`src/rtl/instr_encoder.sv`:
```
// RISC-V instruction word encoder: turns a field-level request into one encoded
// word (or a LUI/ADDI pair for the LI pseudo-op) behind a valid/ready output slot.
module instr_encoder #(
  parameter bit LI_COMPRESS = 1'b1
) (
  input  logic        clk,
  input  logic        reset,
  input  logic        in_valid,
  output logic        in_ready,
  input  logic [2:0]  in_fmt,
  input  logic [6:0]  in_opcode,
  input  logic [2:0]  in_func3,
  input  logic [6:0]  in_func7,
  input  logic [4:0]  in_rd,
  input  logic [4:0]  in_rs1,
  input  logic [4:0]  in_rs2,
  input  logic [31:0] in_imm,
  output logic        out_valid,
  input  logic        out_ready,
  output logic [31:0] out_instr,
  output logic        out_last,
  output logic        error
);

  localparam logic [6:0] OP_LUI = 7'b0110111;
  localparam logic [6:0] OP_IMM = 7'b0010011;

  typedef enum logic [1:0] {IDLE, EMIT, EMIT2} state_t;

  state_t      state, state_n;
  logic [31:0] pend_instr;
  logic [31:0] word0, word1;
  logic [31:0] li_sum;
  logic [19:0] li_hi;
  logic [11:0] li_lo;
  logic        two_word, bad, accept, is_shift;

  // Encode the request as presented; only the accepted one is captured.
  always_comb begin
    word0    = '0;
    word1    = '0;
    two_word = 1'b0;
    bad      = 1'b0;
    li_sum   = in_imm + 32'h0000_0800;
    li_hi    = li_sum[31:12];
    li_lo    = in_imm[11:0];
    is_shift = (in_opcode == OP_IMM) && (in_func3 == 3'b001 || in_func3 == 3'b101);
    case (in_fmt)
      3'd0: word0 = {in_func7, in_rs2, in_rs1, in_func3, in_rd, in_opcode};
      3'd1: begin
        if (is_shift) word0 = {in_func7, in_imm[4:0], in_rs1, in_func3, in_rd, in_opcode};
        else          word0 = {in_imm[11:0], in_rs1, in_func3, in_rd, in_opcode};
      end
      3'd2: word0 = {in_imm[11:5], in_rs2, in_rs1, in_func3, in_imm[4:0], in_opcode};
      3'd3: begin
        word0 = {in_imm[12], in_imm[10:5], in_rs2, in_rs1, in_func3,
                 in_imm[4:1], in_imm[11], in_opcode};
        bad   = in_imm[0];
      end
      3'd4: word0 = {in_imm[31:12], in_rd, in_opcode};
      3'd5: begin
        word0 = {in_imm[20], in_imm[10:1], in_imm[11], in_imm[19:12], in_rd, in_opcode};
        bad   = in_imm[0];
      end
      3'd6: begin
        // HI carries the +0x800 so the sign-extended ADDI low part lands exactly.
        if (LI_COMPRESS && li_hi == 20'd0) begin
          word0 = {li_lo, 5'd0, 3'b000, in_rd, OP_IMM};
        end else if (LI_COMPRESS && li_lo == 12'd0) begin
          word0 = {li_hi, in_rd, OP_LUI};
        end else begin
          word0    = {li_hi, in_rd, OP_LUI};
          word1    = {li_lo, in_rd, 3'b000, in_rd, OP_IMM};
          two_word = 1'b1;
        end
      end
      default: bad = 1'b1;
    endcase
  end

  always_comb begin
    in_ready = !reset && (state == IDLE || (state == EMIT && out_last && out_ready));
    accept   = in_valid && in_ready;
    state_n  = state;
    case (state)
      IDLE:  if (accept && !bad) state_n = EMIT;
      EMIT: begin
        if (out_ready) begin
          if (!out_last)           state_n = EMIT2;
          else if (accept && !bad) state_n = EMIT;
          else                     state_n = IDLE;
        end
      end
      EMIT2:   state_n = EMIT;
      default: state_n = IDLE;
    endcase
  end

  always_ff @(posedge clk) begin
    if (reset) begin
      state      <= IDLE;
      out_valid  <= 1'b0;
      out_instr  <= '0;
      out_last   <= 1'b0;
      error      <= 1'b0;
      pend_instr <= '0;
    end else begin
      state     <= state_n;
      out_valid <= (state_n == EMIT);
      error     <= accept && bad;
      if (accept && !bad) begin
        out_instr  <= word0;
        out_last   <= !two_word;
        pend_instr <= word1;
      end else if (state == EMIT && out_ready && !out_last) begin
        out_instr <= pend_instr;
        out_last  <= 1'b1;
      end
    end
  end

endmodule

```
`config.mk`:
```
export PLATFORM = sky130hd
export DESIGN_NAME = instr_encoder
export DESIGN_NICKNAME = d
export VERILOG_FILES = /design/src/rtl/instr_encoder.sv
export SDC_FILE = /design/constraint.sdc
export NUM_CORES = 1
export LEC_CHECK = 0
export CORE_ASPECT_RATIO = 2
export CORE_UTILIZATION = 45
export DETAILED_ROUTE_END_ITERATION = 6
export GPL_ROUTABILITY_DRIVEN = 0
export PLACE_DENSITY = 0.78
export SYNTH_ARGS = -nofsm -noshare
export SYNTH_HDL_FRONTEND = slang
export SYNTH_SLANG_ARGS = --single-unit
```
`constraint.sdc`:
```
create_clock -name clk -period 4.79 [get_ports clk]
set_input_delay 0.479 -clock clk [delete_from_list [all_inputs] [get_ports clk]]
set_output_delay 0.479 -clock clk [all_outputs]
set_load 0.02 [all_outputs]
```
### After elaboration in Yosys (flattened, before gate mapping)

Index checks and enable logic that the tools add are counted.

| word-level totals | value |
|---|---|
| register bits after elaboration | 69 |
| input port bits | 71 |

| cells by class | value |
|---|---|
| $add $sub $neg | 1 |
| eq/ne operators | 12 |
| muxes and demuxes | 19 |
| reductions and logical operators | 22 |

Operator list:

| kind | count |
|---|---|
| $mux 32 | 7 |
| $pmux 32 s7 | 1 |
| $add 32x12->32 const B | 1 |
| $logic_not 20->1 | 1 |
| $eq 3x3->1 const B | 4 |
| $logic_not 12->1 | 1 |
| $logic_and 1x1->1 | 9 |
| $eq 7x5->1 const B | 1 |
| $eq 3x1->1 const B | 2 |
| $eq 3x2->1 const B | 2 |
| $mux 1 | 6 |
| $mux 2 | 3 |
| $pmux 2 s3 | 1 |
| $reduce_or 5->1 | 1 |
| $eq 2x1->1 const B | 2 |
| $logic_not 1->1 | 4 |
| $logic_not 3->1 | 1 |
| $eq 2x2->1 const B | 1 |
| $logic_not 2->1 | 1 |
| $logic_or 1x1->1 | 2 |
| $pmux 1 s2 | 1 |
| $reduce_bool 2->1 | 1 |
| $reduce_or 2->1 | 1 |

### Logic depth before layout (Yosys ltp)

| depth | value |
|---|---|
| word-level depth | 12 |
| gate-level depth with buffers | 10 |
| mapped depth without buffers | 8 |

### Worst setup path after synthesis

OpenSTA, ideal clock, no wires.

| timing path | value |
|---|---|
| path kind | register to register |
| start | register out_last |
| end | register pend_instr[21] |
| library setup time | 117 ps |
| arrival | 2495 ps |
| required time | 4673 ps |
| slack | 2179 ps |
| stages on the path, launching flop included | 9 |
| path buffers | 2 |
| cell sequence | dfxtp_1 nand2_1 a211oi_1 nand2_1 a21oi_1 clkbuf_1 nor2_1 clkbuf_1 a22o_1 |

| between the ends | value |
|---|---|
| word-level cells in the longest chain between the ends | 6 |

RTL lines:

| item | line | text |
|---|---|---|
| start, declared | 21 | `output logic out_last,` |
| start signal, assigned | 113 | `out_last <= !two_word;` |
| $logic_and 1x1->1 (2 in a row) | 82 | `in_ready = !reset && (state == IDLE \|\| (state == EMIT && out_last && out_ready));` |
| $logic_or 1x1->1 | 82 |  |
| $logic_and 1x1->1 | 82 |  |
| via in_ready | 9 | `output logic in_ready,` |
| $logic_and 1x1->1 | 83 | `accept = in_valid && in_ready;` |
| $logic_and 1x1->1 | 111 | `if (accept && !bad) begin` |
| end signal, assigned | 114 | `pend_instr <= word1;` |
| end, declared | 31 | `logic [31:0] pend_instr;` |

The timed path passes the listed nets, and every way through them passes these cells.
A chain may end at the register's enable or synchronous reset.

### Worst setup path after layout

| timing path | value |
|---|---|
| start | input port in_imm[11] |
| end | register pend_instr[25] |

| between the ends | value |
|---|---|
| word-level cells in the longest chain between the ends | 4 |

RTL lines:

| item | line | text |
|---|---|---|
| start, declared | 17 | `input logic [31:0] in_imm,` |
| $add 32x12->32 / $logic_not 12->1 (equally long branches) | 44, 69 |  |
| $logic_not 20->1 / $mux 32 (equally long branches) | 67, 69 |  |
| $mux 32 (*) | 67 | `if (LI_COMPRESS && li_hi == 20'd0) begin` |
| $mux 32 (*) | 48 | `case (in_fmt)` |

Every way passes the cells marked *; elsewhere a longest branch is shown, timed or not.

==> results.cfg <==
[final_layout]
final_common_cell = clkdlybuf4s50_1
mostFrequentLayoutCells = 106 x clkdlybuf4s50_1, 55 x dfxtp_1, 43 x nand2_1
drive_above_1_share_pct = 5.13
nets = 579
num_antenna_cells = 0
area_growth_pct = 35.1
fin_cells = 599

[logic_synthesis]
synth_edf_count = 0
async_flop_share_pct = 0
synth_nets = 496
synth-main-ff-cell = dfxtp_1
ys_warn_count = 0
yosys-top-cells-area = dfxtp_1 32%, nand2_1 4.7%, a221oi_1 4.6%
synth.top_cell.area_share_pct = 31.9
syn_area_per_cell_um2 = 8.13
ys_types = 65
syn_inst = 424
yosys.area.top_type = dfxtp_1
netlist_area_um2 = 3450
ys_seq_elements = 55
synth-seq-area-share_pct = 31.9

[timing]
max_freq_ghz = 0.268
worst_slew_pin_slew_ns = 1.17
setup_tns_ns = 0
setup_ws_ns = 1.05
fin_skew_ns = 0.00371
rsz0062_at_grt = false
hold_slack_ns = 0.462
period_share_pct = 78.0
slew_headroom_pct = 21.5
finalHoldViolCount = 0
slew_viol_final = 0
min_period_ns = 3.74
final-setup-viol-count = 0

[clock_network]
hold_buffers = 0
clkTransAtPathRegs_ns = 0.07
cts_buffer_depth = 2
cts-root-buf = clkbuf_16
post_cts_resized = 0
postCtsSetupBuffers = 0
insertion_delay_ns = 0.30
cts_buffers = 5
clock_sinks = 55
tritoncts = done
htree_num_levels = 2

[detailed_routing]
wl_um = 11500
drt-initial-drc-count = 300
drt_first_pass_iters = 5
drc = 0
num_vias = 3874
drtAntennaViolNets = 0
via_per_inst = 6.47
wl_per_cell_um = 19.1

[setup_path]
critPathKind = in -> reg
cp.arrival_ns = 3.92
end_kind = register
cp.required_ns = 4.98
crit_path_start_kind = primary input
path_max_fanout = 20

[power]
cellLeakagePower_uw = 0.00160
worst_ir_drop_vdd_mv = 0.131
powerDensity_nw_per_um2 = 263

[floorplanning]
io_pins = 107
die-area_um2 = 8040
die_h_um = 126
rows = 44
core-area_um2 = 7320
die_x_um = 63.9
initial_core_util_pct = 47.1

[grt]
gr-total-overflow = 0
grt_pass1_vias = 3660
grt_busiest_layer = met2
grt_pass1_wl_um = 18000
met1_usage_pct = 32.1
grt_usage_pct = 28.5
grt_antenna_before_repair = 0
grt_max_degree = 40
met2_usage_pct = 50.7
grtUsageMet3_pct = 2.99

[place]
dp_slack_ns = 0.804
place_inst = 592
portBuffers = 106
dp_hpwl_um = 8500

[outcome]
status = completed

[min_path]
hold_class = reg -> reg

[flow_run]
cap_violations = 0
==> worst max-delay path, cell delays in order <==
cell	delay (ns)
clkdlybuf4s50_1	0.78
ha_1	0.36
nand3_1	0.22
nor4_1	0.44
o211ai_1	0.15
a22o_1	0.31
o311a_1	0.63
buf_4	0.30
a22o_1	0.24
==> metal layers <==
| layer | vias up | wire [µm] |
|---|---|---|
| met5 | - | 0 |
| met4 | 0 | 437 |
| met3 | 39 | 633 |
| met1 | 1844 | 4310 |
| li1 | 1793 | - |
| met2 | 198 | 6070 |
==> sequential cells by signal, indices dropped and copies added, names as in the netlist <==
register,flops
error,1
out_instr,32
out_last,1
out_valid,1
pend_instr,18
state,2
==> cells by family (layout without fill, tap and decap cells) <==
kind of cell	after synthesis	after routing	share of synthesized area, %
buffers and inverters	41	124	5.52
muxes	7	7	2.07
DFF	55	55	31.9
xor gates and xnor gates	22	22	5.59
adders and majority gates	2	2	0.653
AOI/OAI and AO/OA	141	141	30.1
and+or+nand+nor	156	156	24.1
==> metrics by stage <==
stage	area [µm²]	total power, µW	utilization (%)
finish	4660	1220	63.6
global route	4660	1260	63.6
CTS	4660	1220	63.6
detailed placement	4500	821	61.4
global placement	4500	816	61.4
floorplan	3450	669	-
==> power by group <==
| part | internal, µW | switching (µW) | total, µW |
|---|---|---|---|
| clock network | 244 | 164 | 409 |
| registers | 483 | 16.3 | 499 |
| logic | 146 | 170 | 316 |
==> Yosys cell counts (all sizes together) (7+ instances only) <==
library cell and n:
a211oi 11, a21oi 22, a221oi 19, a22o 16
a22oi 10, a31oi 13, buf 14, clkbuf 22
dfxtp 55, nand2 43, nand3 17, nand4 9
nor2 42, nor3 8, nor4 7, o21ai 23
xnor2 15, xor2 7
==> final cells by class <==
cell class                      instances  area, µm²
Clock inverter                          1       30.0
Inverter                                5       18.8
Timing Repair Buffer                  112       1110
Clock buffer                            6        129
Tap cell                               92        115
Sequential cell                        55       1100
Fill cell                             665       2670
Multi-Input combinational cell        328       2160
==> path summary, 6_finish.rpt <==
check	startpoint	endpoint	slack, ns	cells after the start
hold reg to reg	out_instr[0]	out_instr[0]	0.46	2
hold / removal	out_instr[0]	out_instr[0]	0.46	2
setup reg to reg	out_last	pend_instr[25]	2.15	7
setup / recovery	in_imm[11]	pend_instr[25]	1.05	9
Note: power is estimated with default switching activity, not from simulation.
